## config.mk

```make
export PLATFORM = sky130hd
export DESIGN_NAME = alarm_led_driver_flat
export DESIGN_NICKNAME = d
export VERILOG_FILES = /design/src/rtl/alarm_led_driver_pkg.sv /design/src/rtl/alarm_led_driver_if.sv /design/src/rtl/alarm_led_driver_blink_timer.sv /design/src/rtl/alarm_led_driver.sv /design/src/flat_wrapper.sv
export SDC_FILE = /design/constraint.sdc
export NUM_CORES = 1
export LEC_CHECK = 0
export BUFFER_PORTS_ARGS = -buffer_cell sky130_fd_sc_hd__buf_2
export CORE_ASPECT_RATIO = 1.5
export CORE_MARGIN = 2
export CORE_UTILIZATION = 40
export CTS_BUF_LIST = sky130_fd_sc_hd__clkbuf_2
export DETAILED_ROUTE_END_ITERATION = 10
export GPL_TIMING_DRIVEN = 0
export PLACE_DENSITY_LB_ADDON = 0.2
export SYNTH_ARGS = -nofsm -noshare
export SYNTH_HDL_FRONTEND = slang
export SYNTH_HIERARCHICAL = 1
export SYNTH_SLANG_ARGS = --single-unit
```

## constraint.sdc

```tcl
create_clock -name clk -period 2.8 [get_ports clk]
set_input_delay 0.56 -clock clk [delete_from_list [all_inputs] [get_ports clk]]
set_output_delay 0.56 -clock clk [all_outputs]
set_load 0.02 [all_outputs]
```

## src/rtl/alarm_led_driver_pkg.sv

```systemverilog
// alarm_led_driver_pkg: shared state encoding and default timing parameters
package alarm_led_driver_pkg;
    typedef enum logic [1:0] {
        S_IDLE  = 2'd0,
        S_QUAL  = 2'd1,
        S_ALARM = 2'd2,
        S_HOLD  = 2'd3
    } state_t;
    localparam int DEF_QUAL_CYCLES = 4;
    localparam int DEF_BLINK_HALF  = 8;
    localparam int DEF_CNT_W       = 8;
endpackage

```

## src/rtl/alarm_led_driver_if.sv

```systemverilog
// alarm_led_driver_if: request/acknowledge inputs and LED/alarm outputs of the driver
interface alarm_led_driver_if
    import alarm_led_driver_pkg::*;
#(
    parameter int CNT_W = DEF_CNT_W
);
    logic             led_req;
    logic             ack;
    logic             count_clr;
    logic             led_out;
    logic             alarm_active;
    logic [CNT_W-1:0] alarm_count;
    modport master (output led_req, ack, count_clr, input led_out, alarm_active, alarm_count);
    modport slave  (input led_req, ack, count_clr, output led_out, alarm_active, alarm_count);
endinterface

```

## src/rtl/alarm_led_driver_blink_timer.sv

```systemverilog
// alarm_led_driver_blink_timer: half-period counter whose registered blink output drives the LED
module alarm_led_driver_blink_timer
    import alarm_led_driver_pkg::*;
#(
    parameter int BLINK_HALF = DEF_BLINK_HALF
) (
    input  logic clk,
    input  logic rst,
    input  logic start,
    input  logic en,
    output logic blink
);
    localparam int CW = $clog2(BLINK_HALF + 1);
    logic [CW-1:0] cnt;
    logic          wrap;
    assign wrap = cnt == CW'(BLINK_HALF - 1);
    always_ff @(posedge clk) begin
        if (rst) begin
            cnt   <= '0;
            blink <= 1'b0;
        end else if (start) begin
            cnt   <= '0;
            blink <= 1'b1;
        end else if (en) begin
            cnt   <= wrap ? '0 : cnt + 1'b1;
            blink <= blink ^ wrap;
        end
    end
endmodule

```

## src/rtl/alarm_led_driver.sv

```systemverilog
// alarm_led_driver: qualifies led_req, latches and blinks an alarm until ack, counts alarms
module alarm_led_driver
    import alarm_led_driver_pkg::*;
#(
    parameter int QUAL_CYCLES = DEF_QUAL_CYCLES,
    parameter int BLINK_HALF  = DEF_BLINK_HALF,
    parameter int CNT_W       = DEF_CNT_W
) (
    input logic               clk,
    input logic               rst,
    alarm_led_driver_if.slave bus
);
    localparam int QW = $clog2(QUAL_CYCLES + 1);
    state_t           state, nxt;
    logic [QW-1:0]    qual_cnt, qual_nxt;
    logic             alarm_active;
    logic [CNT_W-1:0] alarm_count;
    logic             entry, hold_entry, blink;
    always_comb begin
        nxt = state;
        case (state)
            S_IDLE:  nxt = bus.led_req ? (QUAL_CYCLES == 1 ? S_ALARM : S_QUAL) : S_IDLE;
            S_QUAL:  nxt = !bus.led_req ? S_IDLE : qual_cnt == QW'(QUAL_CYCLES - 1) ? S_ALARM : S_QUAL;
            S_ALARM: nxt = bus.ack ? (bus.led_req ? S_HOLD : S_IDLE) : S_ALARM;
            default: nxt = bus.led_req ? S_HOLD : S_IDLE;
        endcase
        qual_nxt = nxt != S_QUAL ? '0 : state == S_QUAL ? qual_cnt + 1'b1 : QW'(1);
    end
    assign entry      = nxt == S_ALARM && state != S_ALARM;
    assign hold_entry = nxt == S_HOLD && state != S_HOLD;
    always_ff @(posedge clk) begin
        if (rst) begin
            state        <= S_IDLE;
            qual_cnt     <= '0;
            alarm_active <= 1'b0;
            alarm_count  <= '0;
        end else begin
            state        <= nxt;
            qual_cnt     <= qual_nxt;
            alarm_active <= nxt == S_ALARM;
            alarm_count  <= bus.count_clr ? CNT_W'(entry) : alarm_count + CNT_W'(entry && !(&alarm_count));
        end
    end
    // Timer is held in reset outside ALARM/HOLD; start also latches the steady-on level for HOLD
    alarm_led_driver_blink_timer #(.BLINK_HALF(BLINK_HALF)) u_blink (
        .clk   (clk),
        .rst   (rst || nxt == S_IDLE || nxt == S_QUAL),
        .start (entry || hold_entry),
        .en    (state == S_ALARM && nxt == S_ALARM),
        .blink (blink)
    );
    assign bus.led_out      = blink;
    assign bus.alarm_active = alarm_active;
    assign bus.alarm_count  = alarm_count;
endmodule

```

## src/flat_wrapper.sv

```systemverilog
// flat-port wrapper written by rule: the top's interface ports become plain ports
module alarm_led_driver_flat import alarm_led_driver_pkg::*;
#(
    parameter int QUAL_CYCLES = DEF_QUAL_CYCLES,
    parameter int BLINK_HALF  = DEF_BLINK_HALF,
    parameter int CNT_W       = DEF_CNT_W
)
  (clk, rst, bus_led_req, bus_ack, bus_count_clr, bus_led_out, bus_alarm_active, bus_alarm_count);
  alarm_led_driver_if #(.CNT_W(CNT_W)) bus_i ();
  input logic clk;
  input logic rst;
  input wire logic [$bits(bus_i.led_req)-1:0] bus_led_req;
  input wire logic [$bits(bus_i.ack)-1:0] bus_ack;
  input wire logic [$bits(bus_i.count_clr)-1:0] bus_count_clr;
  output wire logic [$bits(bus_i.led_out)-1:0] bus_led_out;
  output wire logic [$bits(bus_i.alarm_active)-1:0] bus_alarm_active;
  output wire logic [$bits(bus_i.alarm_count)-1:0] bus_alarm_count;
  assign bus_i.led_req = bus_led_req;
  assign bus_i.ack = bus_ack;
  assign bus_i.count_clr = bus_count_clr;
  assign bus_led_out = bus_i.led_out;
  assign bus_alarm_active = bus_i.alarm_active;
  assign bus_alarm_count = bus_i.alarm_count;
  alarm_led_driver #(.QUAL_CYCLES(QUAL_CYCLES), .BLINK_HALF(BLINK_HALF), .CNT_W(CNT_W)) u_core (.clk(clk), .rst(rst), .bus(bus_i));
endmodule
```

[Word level (Yosys, flattened, before mapping)]
Cells that the tools add are included.
Word-level totals
  memories: 0
  bits in latches: 0
  output and inout port bits: 10
  logic and storage cells: 50
  register bits: 19
  memory bits (writable): 0
  input port bits: 5
  memory bits (read-only): 0
Operators by class
  bitwise operators: 2
  $lt $le $gt $ge: 0
  reduce and logical (&&, ||, !) cells: 16
  add/sub/neg operators: 3
  divide/modulo/power cells: 0
  equality and inequality tests: 10
  mux-type cells: 11
  shift operators: 0
  multiply operators: 0
Operators with widths (number)
  8-bit by 1-bit adder with 8-bit output: 1
  2-bit two-way mux: 4
  8-bit AND reduction: 1
  2-bit == test, second input constant: 3
  2-bit case mux with 3 select lines: 1
  2-bit OR reduction: 3
  1-bit two-way mux: 5
  4-bit by 1-bit adder with 4-bit output, second input constant: 1
  2-bit by 1-bit == test with 1-bit output, second input constant: 2
  4-bit by 3-bit == test with 1-bit output, second input constant: 1
  1-bit logical AND: 4
  2-bit logical NOT: 2
  4-bit two-way mux: 1
  2-bit inequality test, second input constant: 2
  3-bit by 1-bit adder with 3-bit output, second input constant: 1
  3-bit by 2-bit == test with 1-bit output, second input constant: 1
  1-bit logical OR: 3
  3-bit OR reduction: 1
  2-bit by 1-bit inequality test with 1-bit output, second input constant: 1
  2-bit nonzero test: 1
  1-bit logical NOT: 1
  1-bit inverter: 1
  1-bit bitwise XOR: 1

[Longest topological paths before layout]
Gate-level depths: netlist of the first run.
  word-level depth: 9
  mapped depth: 9
  mapped depth without buffers: 8

[Modules after synthesis]
The synthesis of the first run kept the hierarchy.
Modules (own cells, without submodules)
  alarm_led_driver: area an instance 638.1 sq um, instances 1, sequential area each 280.3 sq um, cells each 70
  alarm_led_driver_blink_timer: area an instance 216.5 sq um, instances 1, sequential area each 100.1 sq um, cells each 22

[Worst setup path before layout of the first run]
No wires, ideal clock.
  path kind: flip-flop to flip-flop
  from: register u_core.qual_cnt[0]
  to: register u_core.alarm_count[6], in the netlist u_core/bus.alarm_count[6]
  data arrival time: 1.882 ns
  setup time: 0.070 ns
  slack: 0.848 ns
  cell stages (with the launch flop): 10
  period minus slack after synthesis: 1.952 ns
  data required time: 2.730 ns
  buffers on the path: 1
  cell sequence: dfxtp_1 -> ha_1 -> ha_1 -> clkbuf_1 -> o2111a_1 -> ha_1 -> ha_1 -> nand2_1 -> or3_1 -> a21oi_1
On the way
  word-level cells in the longest chain between the ends: 8
Ends and longest elaborated chain
  start, declared: RTL line alarm_led_driver.sv:15  | logic [QW-1:0] qual_cnt, qual_nxt;
  start signal, assigned: RTL line alarm_led_driver.sv:39  | qual_cnt <= qual_nxt;
  3-bit by 2-bit == test with 1-bit output: RTL line alarm_led_driver.sv:23  | S_QUAL: nxt = !bus.led_req ? S_IDLE : qual_cnt == QW'(QUAL_CYCLES - 1) ? S_ALARM : S_QUAL;
  2-bit two-way mux (2 in a row): RTL line alarm_led_driver.sv:23
  2-bit case mux with 3 select lines: RTL line alarm_led_driver.sv:21  | case (state)
  2-bit == test: RTL line alarm_led_driver.sv:29  | assign entry = nxt == S_ALARM && state != S_ALARM;
  1-bit logical AND: RTL line alarm_led_driver.sv:29
  1-bit logical AND: RTL line alarm_led_driver.sv:41  | alarm_count <= bus.count_clr ? CNT_W'(entry) : alarm_count + CNT_W'(entry && !(&alarm_count));
  8-bit by 1-bit adder with 8-bit output: RTL line alarm_led_driver.sv:41
  end signal, assigned: RTL line alarm_led_driver.sv:41
  end, declared: RTL line alarm_led_driver.sv:17  | logic [CNT_W-1:0] alarm_count;
No other way between the ends.
A chain may end at the register's enable or synchronous reset.

[Worst setup path after layout of the first run]
Same ends and word-level chain as after synthesis.

==> results of run 1 <==
-- power by group --
part	leakage, nW	internal, mW	total, mW	switching (mW)
clock network	0.0166	0.0379	0.118	0.0798
registers	0.154	0.272	0.274	0.00172
logic	0.236	0.00590	0.0151	0.00922
-- final cells by class --
| cell class | instances | area [um^2] | share of cell area |
|---|---|---|---|
| multi-input cells | 68 | 455.4 | 0.4685 |
| repair buffers | 14 | 70.07 | 0.07207 |
| well taps | 22 | 27.53 | 0.02831 |
| plain buffers | 2 | 7.507 | 0.007722 |
| clock buffers | 4 | 20.02 | 0.02059 |
| inverters | 3 | 11.26 | 0.01158 |
| flip-flops and latches | 19 | 380.4 | 0.3912 |
-- cells in the mapped netlist (all sizes together) --
cell | count | area, um^2
a211oi | 1 | 7.510
a21boi | 1 | 7.510
a21o | 1 | 7.510
a21oi | 6 | 30.03
a31oi | 1 | 6.260
and2 | 1 | 6.260
and2b | 1 | 7.510
clkbuf | 2 | 7.510
dfxtp | 19 | 380.4
ha | 5 | 62.56
inv | 3 | 11.26
mux2i | 1 | 10.01
nand2 | 5 | 18.77
nand2b | 3 | 18.77
nand3 | 4 | 25.02
nand3b | 1 | 7.510
nand4 | 4 | 31.28
nand4b | 1 | 15.01
nor2 | 9 | 33.78
nor3 | 3 | 15.01
nor3b | 1 | 7.510
nor4 | 2 | 12.51
o2111a | 1 | 11.26
o21a | 1 | 7.510
o21ai | 4 | 20.02
or2 | 1 | 6.260
or3 | 3 | 18.77
xnor2 | 2 | 17.52
xor2 | 5 | 43.79
-- routing by layer --
| metal | vias up | global-route usage | wire length [um] |
|---|---|---|---|
| met2 | 18 | 0.2500 | 798 |
| met1 | 337 | 0.1534 | 672 |
| li1 | 359 | - | - |
| met4 | 0 | 0.09677 | 17 |
| met3 | 2 | 0.02083 | 66 |
| met5 | - | 0 | 0 |
-- per-stage QoR --
step	area, um^2	util	total power, mW
2_1_floorplan	854.6	-	0.2870
3_3_place_gp	952.2	0.4698	0.2945
3_5_place_dp	952.2	0.4698	0.2948
4_1_cts	972.2	0.4796	0.4150
5_1_grt	972.2	0.4796	0.4213
6_report	972.2	0.4796	0.4070
-- flip-flops by register name (all words and copies together) (netlist names) --
signal / cells
u_core/bus.alarm_active: 1
u_core/bus.alarm_count: 8
u_core/qual_cnt: 3
u_core/state: 2
u_core/u_blink/blink: 1
u_core/u_blink/cnt: 4
-- worst paths after layout --
path / end / slack [ns] / cells after the start / startpoint
max reg2reg: u_core/bus.alarm_count[6]$_SDFF_PP0_ / 0.62 / 9 / u_core/qual_cnt[0]$_SDFF_PP0_
min reg2reg: u_core/qual_cnt[0]$_SDFF_PP0_ / 0.52 / 1 / u_core/state[1]$_SDFF_PP0_
min: u_core/bus.alarm_count[0]$_SDFF_PP0_ / 0.49 / 2 / rst
max: u_core/bus.alarm_count[6]$_SDFF_PP0_ / 0.62 / 9 / u_core/qual_cnt[0]$_SDFF_PP0_
-- logic make-up (layout without fill, tap and decap cells) --
family                   after synthesis  after routing  synth area share
flip-flops                            19             19            0.4451
AND/OR/NAND/NOR                       39             39            0.2621
multiplexers                           1              1           0.01171
buffers and inverters                  5             23           0.02196
adder cells (fa/ha/maj)                5              5           0.07321
AO/OA/AOI/OAI                         16             16            0.1142
XOR/XNOR                               7              7           0.07174
==> results.cfg, run 1 <==
[run_status]
status = finished clean

[synthesis]
synth_warnings = 6
synth_cell_types = 31
synth_seq_cells = 19
ys_seq_area_frac = 0.4451
synth_area_um2 = 854.6
avgSynthCellArea_um2 = 9.289
netlist_instances = 92
syn_nets = 102

[power]
ir_drop_uv = 251.8
p_leak_nw = 0.4066
power_density_mw_per_mm2 = 418.6

[place]
dpl.cell_count = 128
pre_cts_ws_ns = 0.6444
place_congestion = 0.7040
hpwl_um = 1190
portBuffers = 14

[floorplanning]
fp.coreArea_mm2 = 0.002027
initial_core_util = 0.4216
io_pins = 15
die_h_um = 60.61
die_x_um = 41.74
die_area_mm2 = 0.002530
core.rowCount = 20

[timing]
worst_slack_ns = 0.6169
finalHoldViolCount = 0
relSlewSlack = 0.3526
fin_crit_sh = 0.7797
setup_viol = 0
fin_hold_ws_ns = 0.4933
timing.final.crit_period_ns = 2.183
finalSetupTns_ns = 0
rsz0062_at_grt = no
slew_viol_final = 0
skew_ns = 0.002418
timing.fmax_ghz = 0.4581
worstMarginPinSlew_ns = 0.9690

[worst_setup_path]
critPathCaptureType = flop
slowest_stage = dfxtp_1
critPathKind = reg2reg
worstPathArrival_ns = 2.43
path_common_cell = ha_1
path_max_fanout = 9
cp.buffers_inverters = 1
slowest_delay_ns = 0.37
cp_cell_sequence = ha_1, ha_1, clkbuf_1, o2111a_1, ha_1, ha_1, nand2_1, or3_1, a21oi_1
crit_family = adder cells
required_ns = 3.05
cp-start-kind = flop

[clocking]
cts_resized = 0
cts_tree = built
clk_pin_slew_ns = 0.17
clockRootBuffer = clkbuf_2
postCtsHoldBufs = 0
cts_sinks = 19
h-tree-depth = 1
cts_setup_buffers = 0
numCtsBuffers = 3
clkLatencyLatePin_ns = 0.29
clockBufferDepth = 2

[detailed_routing]
drt-wirelength-per-cell_um = 11.77
drtPass1Iterations = 4
drc = 0
drtAntennaViolNets = 0
dr_total_vias = 716
via_per_inst = 5.424
wl_um = 1554
dr.first_iter.drc_count = 12

[worst_hold_path]
hold_path_class = in2reg

[finish]
drive_above_1_share = 0.2000
fin_nets = 121
stdcell_count = 132
areaGrowthSynthToFinish_pct = 13.76
most-common-layout-cells = 19 x dfxtp_1, 14 x buf_2, 9 x nor2_1
fill_cells = 207
diodes = 0
layout.cells.most_common = dfxtp_1

[global_route]
grt_max_degree = 11
grt_remaining_overflow = 0
antenna_found_initial = 0
grt_pass1_wl_um = 2677
grt_pass1_vias = 656
track_usage = 0.1401

[flow_run]
drv_cap = 0
Note: power is estimated with default switching activity, not from simulation.
==> run 2, diff against run 1 <==
==> constraint.sdc (replaced) <==
create_clock -name clk -period 2.1 [get_ports clk]
set_input_delay 0.42 -clock clk [delete_from_list [all_inputs] [get_ports clk]]
set_output_delay 0.42 -clock clk [all_outputs]
set_load 0.02 [all_outputs]
==> run 2 against run 1 <==
Maximum frequency is 13% higher. Register-to-register slack worse by 0.44 ns. First-iteration DRC count stayed put. Total power is 33% higher. Routed wire length is 0.77% higher. Worst hold slack worse by 0.14 ns. Clock-buffer cell count stayed put. Via count is 1.3% lower. Largest cell class unchanged. Combinational power is 34% higher. Critical path depth is 1 lower. Non-clock buffer count is 1 lower.
==> results.cfg, run 2 (synthesis results as in run 1) <==
[timing]
worst_slack_ns = 0.1743
fin_crit_sh = 0.9170
setup_viol = 0
rsz0062_at_grt = no
relSlewSlack = 0.3513
finalSetupTns_ns = 0
skew_ns = 0.003726
timing.fmax_ghz = 0.5193
worstMarginPinSlew_ns = 0.9709
finalHoldViolCount = 0
slew_viol_final = 0
timing.final.crit_period_ns = 1.926

[global_route]
grt_max_degree = 11
grt_pass1_vias = 656
grt_remaining_overflow = 0
track_usage = 0.1401
antenna_found_initial = 0
grt_pass1_wl_um = 2677

[floorplanning]
core.rowCount = 20
fp.coreArea_mm2 = 0.002027
die_area_mm2 = 0.002530
die_h_um = 60.61
io_pins = 15
die_x_um = 41.74
initial_core_util = 0.4216

[place]
pre_cts_ws_ns = -0.05559
hpwl_um = 1190
place_congestion = 0.7040
dpl.cell_count = 128
portBuffers = 14

[detailed_routing]
dr_total_vias = 707
drtAntennaViolNets = 0
via_per_inst = 5.397
drt-wirelength-per-cell_um = 11.95
dr.first_iter.drc_count = 12
drtPass1Iterations = 4
wl_um = 1566
drc = 0

[clocking]
postCtsHoldBufs = 0
cts_tree = built
cts_setup_buffers = 0
clockBufferDepth = 2
h-tree-depth = 1
clkLatencyLatePin_ns = 0.30
clockRootBuffer = clkbuf_2
numCtsBuffers = 3
clk_pin_slew_ns = 0.17
cts_sinks = 19

[finish]
multiInputGateArea_um2 = 467.9
layout.cells.most_common = dfxtp_1
reg_top3 = u_core/bus.alarm_count (8), u_core/u_blink/cnt (4), u_core/qual_cnt (3)
largest_reg_flops = 8
areaGrowthSynthToFinish_pct = 14.79
most-common-layout-cells = 19 x dfxtp_1, 14 x buf_2, 9 x nor2_1
register_area_um2 = 380.4
diodes = 0
fill_cells = 208
fin_nets = 120
final_util = 0.4840
stdcell_count = 131
top_register = u_core/bus.alarm_count
drive_above_1_share = 0.2110

[run_status]
status = finished clean

[worst_setup_path]
worstPathArrival_ns = 2.17
critPathCaptureType = flop
critPathKind = reg2reg
required_ns = 2.35
cp-start-kind = flop
path_max_fanout = 9
r2r_cells = 8

[worst_hold_path]
worstHoldPathCells = 2
hold_path_class = in2reg

[flow_run]
drv_cap = 0

[power]
power_density_mw_per_mm2 = 553.2
power_mw = 0.5427
ir_drop_uv = 335.7
p_leak_nw = 0.4064
run 2: final timing paths:
check	endpoint	slack, ns	startpoint
worst min-delay path	u_core/state[1]$_SDFF_PP0_	0.35	rst
worst max-delay path	u_core/bus.alarm_count[6]$_SDFF_PP0_	0.17	u_core/qual_cnt[0]$_SDFF_PP0_
worst max register to register	u_core/bus.alarm_count[6]$_SDFF_PP0_	0.17	u_core/qual_cnt[0]$_SDFF_PP0_
worst min register to register	u_core/qual_cnt[0]$_SDFF_PP0_	0.51	u_core/state[1]$_SDFF_PP0_
run 2: critical path, stage by stage (launching register included):
cell and delay (ns):
dfxtp_1 0.38, ha_1 0.19, ha_4 0.19, o2111a_1 0.19, ha_1 0.18, ha_1 0.21
nand2_1 0.08, or3_1 0.31, a21oi_1 0.14
run 2: where the power goes:
group          total [mW]  switching (mW)  leakage [nW]  internal, mW
registers           0.366         0.00236         0.154         0.363
logic              0.0202          0.0122         0.236       0.00800
clock network       0.157           0.106        0.0166        0.0505
run 2: cell type report:
type | instances | share of cell area
Timing Repair Buffer | 14 | 0.07143
Tap cell | 22 | 0.02806
Inverter | 3 | 0.01148
Clock buffer | 4 | 0.02041
Sequential cell | 19 | 0.3878
Multi-Input combinational cell | 68 | 0.4770
Buffer | 1 | 0.003827
run 2: per-layer routing:
layer	GRT usage	up-vias	wire length [um]
li1	-	357	-
met1	0.1534	333	676
met5	0	-	0
met4	0.09677	0	17
met3	0.02083	2	66
met2	0.2500	15	806
run 2: through the flow:
stage          hold WS (ns)  instance area, um^2
6_report             0.3513                980.9
5_1_grt              0.3280                980.9
4_1_cts              0.3168                968.4
3_5_place_dp         0.4903                952.2
3_3_place_gp         0.4852                952.2
2_1_floorplan        0.4564                854.6
run 2: repair_timing:
| item | CTS | global route |
|---|---|---|
| resized for setup | 0 | 2 |
| gates cloned | 0 | 0 |
| setup endpoints to repair | 1 | 2 |
==> run 3, diff against run 2 <==
--- a/config.mk
+++ b/config.mk
@@ -6,12 +6,12 @@
 export NUM_CORES = 1
 export LEC_CHECK = 0
 export BUFFER_PORTS_ARGS = -buffer_cell sky130_fd_sc_hd__buf_2
+export CAP_MARGIN = 20
 export CORE_ASPECT_RATIO = 1.5
 export CORE_MARGIN = 2
 export CORE_UTILIZATION = 40
 export CTS_BUF_LIST = sky130_fd_sc_hd__clkbuf_2
 export DETAILED_ROUTE_END_ITERATION = 10
-export GPL_TIMING_DRIVEN = 0
 export PLACE_DENSITY_LB_ADDON = 0.2
 export SYNTH_ARGS = -nofsm -noshare
 export SYNTH_HDL_FRONTEND = slang
==> run 3 against run 2 <==
Core utilization is 0.68 points higher. Flip-flop and latch count stayed put. Largest power group unchanged. Worst setup slack better by 0.10 ns. Critical endpoint unchanged. Highest routed layer unchanged. Global-route usage is 0.74 points higher. Clock-buffer cell count stayed put.
==> results.cfg, run 3 (synthesis results as in run 1) <==
[detailed_routing]
via_per_inst = 5.418
wl_um = 1570
drtPass1Iterations = 4
drtAntennaViolNets = 0
dr_total_vias = 726
drc = 0
drt-wirelength-per-cell_um = 11.72
dr.first_iter.drc_count = 12

[place]
hpwl_um = 1240
place_congestion = 0.8027
pre_cts_ws_ns = 0.3009
portBuffers = 14

[global_route]
grt_remaining_overflow = 0
grt_pass1_vias = 696
grt_max_degree = 11
grt_pass1_wl_um = 2835
antenna_found_initial = 0
track_usage = 0.1475

[timing]
relSlewSlack = 0.6810
finalHoldViolCount = 0
fin_crit_sh = 0.8674
timing.fmax_ghz = 0.5490
timing.final.crit_period_ns = 1.821
slew_viol_final = 0
setup_viol = 0
skew_ns = 0.001156
worstMarginPinSlew_ns = 0.4742
finalSetupTns_ns = 0
worst_slack_ns = 0.2785
rsz0062_at_grt = no

[floorplanning]
die_area_mm2 = 0.002530
fp.coreArea_mm2 = 0.002027
initial_core_util = 0.4216
die_x_um = 41.74
die_h_um = 60.61
io_pins = 15
core.rowCount = 20

[clocking]
clk_pin_slew_ns = 0.16
cts_resized = 0
clkLatencyLatePin_ns = 0.29
clockRootBuffer = clkbuf_2
h-tree-depth = 1
cts_sinks = 19
cts_tree = built
cts_setup_buffers = 0
numCtsBuffers = 3
clockBufferDepth = 2
postCtsHoldBufs = 0

[finish]
multiInputGateArea_um2 = 455.4
areaGrowthSynthToFinish_pct = 16.40
fin_nets = 123
drive_above_1_share = 0.2321
largest_reg_flops = 8
reg_top3 = u_core/bus.alarm_count (8), u_core/u_blink/cnt (4), u_core/qual_cnt (3)
most-common-layout-cells = 19 x dfxtp_1, 14 x buf_2, 9 x nor2_1
top_register = u_core/bus.alarm_count
final_util = 0.4907
layout.cells.most_common = dfxtp_1
fill_cells = 213
diodes = 0
register_area_um2 = 380.4

[worst_setup_path]
slowest_stage = dfxtp_1
path_common_cell = ha_1
required_ns = 2.34
cp-start-kind = flop
crit_family = simple AND/OR/NAND/NOR gates
cp_cell_sequence = and2b_1, o2111a_1, ha_1, ha_1, nand2_1, or3_1, a21oi_1
setup.worst_path.start = u_core/state[0]$_SDFF_PP0_
worstPathArrival_ns = 2.06
r2r_start = u_core/state[0]$_SDFF_PP0_
cp.buffers_inverters = 0
critPathCaptureType = flop
critPathKind = reg2reg
slowest_delay_ns = 0.45
path_max_fanout = 7

[power]
p_leak_nw = 0.4261
power_density_mw_per_mm2 = 539.6
ir_drop_uv = 381.3

[flow_run]
drv_cap = 0

[worst_hold_path]
min_from = rst
hold_path_class = in2reg

[run_status]
status = finished clean
-- run 3: final cells by class --
type	count	area share
repair buffers	18	0.1006
inverters	3	0.01132
clock buffers	4	0.02013
well taps	22	0.02767
flip-flops and latches	19	0.3824
multi-input cells	68	0.4579
-- run 3: stage by stage --
stage | cells | cell area, um^2 | hold WS, ns | total power, mW
after CTS | 134 | 994.7 | 0.3368 | 0.5464
after global placement | 130 | 974.7 | 0.4853 | 0.3922
after detailed placement | 130 | 974.7 | 0.5007 | 0.3925
after floorplan | 92 | 854.6 | 0.4564 | 0.3826
final | 134 | 994.7 | 0.3536 | 0.5368
after global routing | 134 | 994.7 | 0.3396 | 0.5612
-- run 3: power by group --
group	switching, mW	internal, mW
Combinational	0.0119	0.00765
Clock	0.101	0.0505
Sequential	0.00227	0.363
Total	0.115	0.421
-- run 3: per-layer routing --
metal  part of all wire  wire [um]  global-route usage  up-vias
li1                   -          -                   -      364
met1               0.42        667              0.1605      341
met2               0.53        831              0.2679       19
met3              0.035         55             0.02083        2
met4              0.010         16             0.09677        0
met5                  0          0                   0        -
-- run 3: path summary, 6_finish.rpt --
path                                                             end  slack, ns  depth (start not counted)
worst min register to register  u_core/bus.alarm_count[7]$_SDFF_PP0_       0.52                          2
worst max-delay path            u_core/bus.alarm_count[6]$_SDFF_PP0_       0.28                          7
worst min-delay path                      u_core/state[1]$_SDFF_PP0_       0.35                          2
worst max register to register  u_core/bus.alarm_count[6]$_SDFF_PP0_       0.28                          7
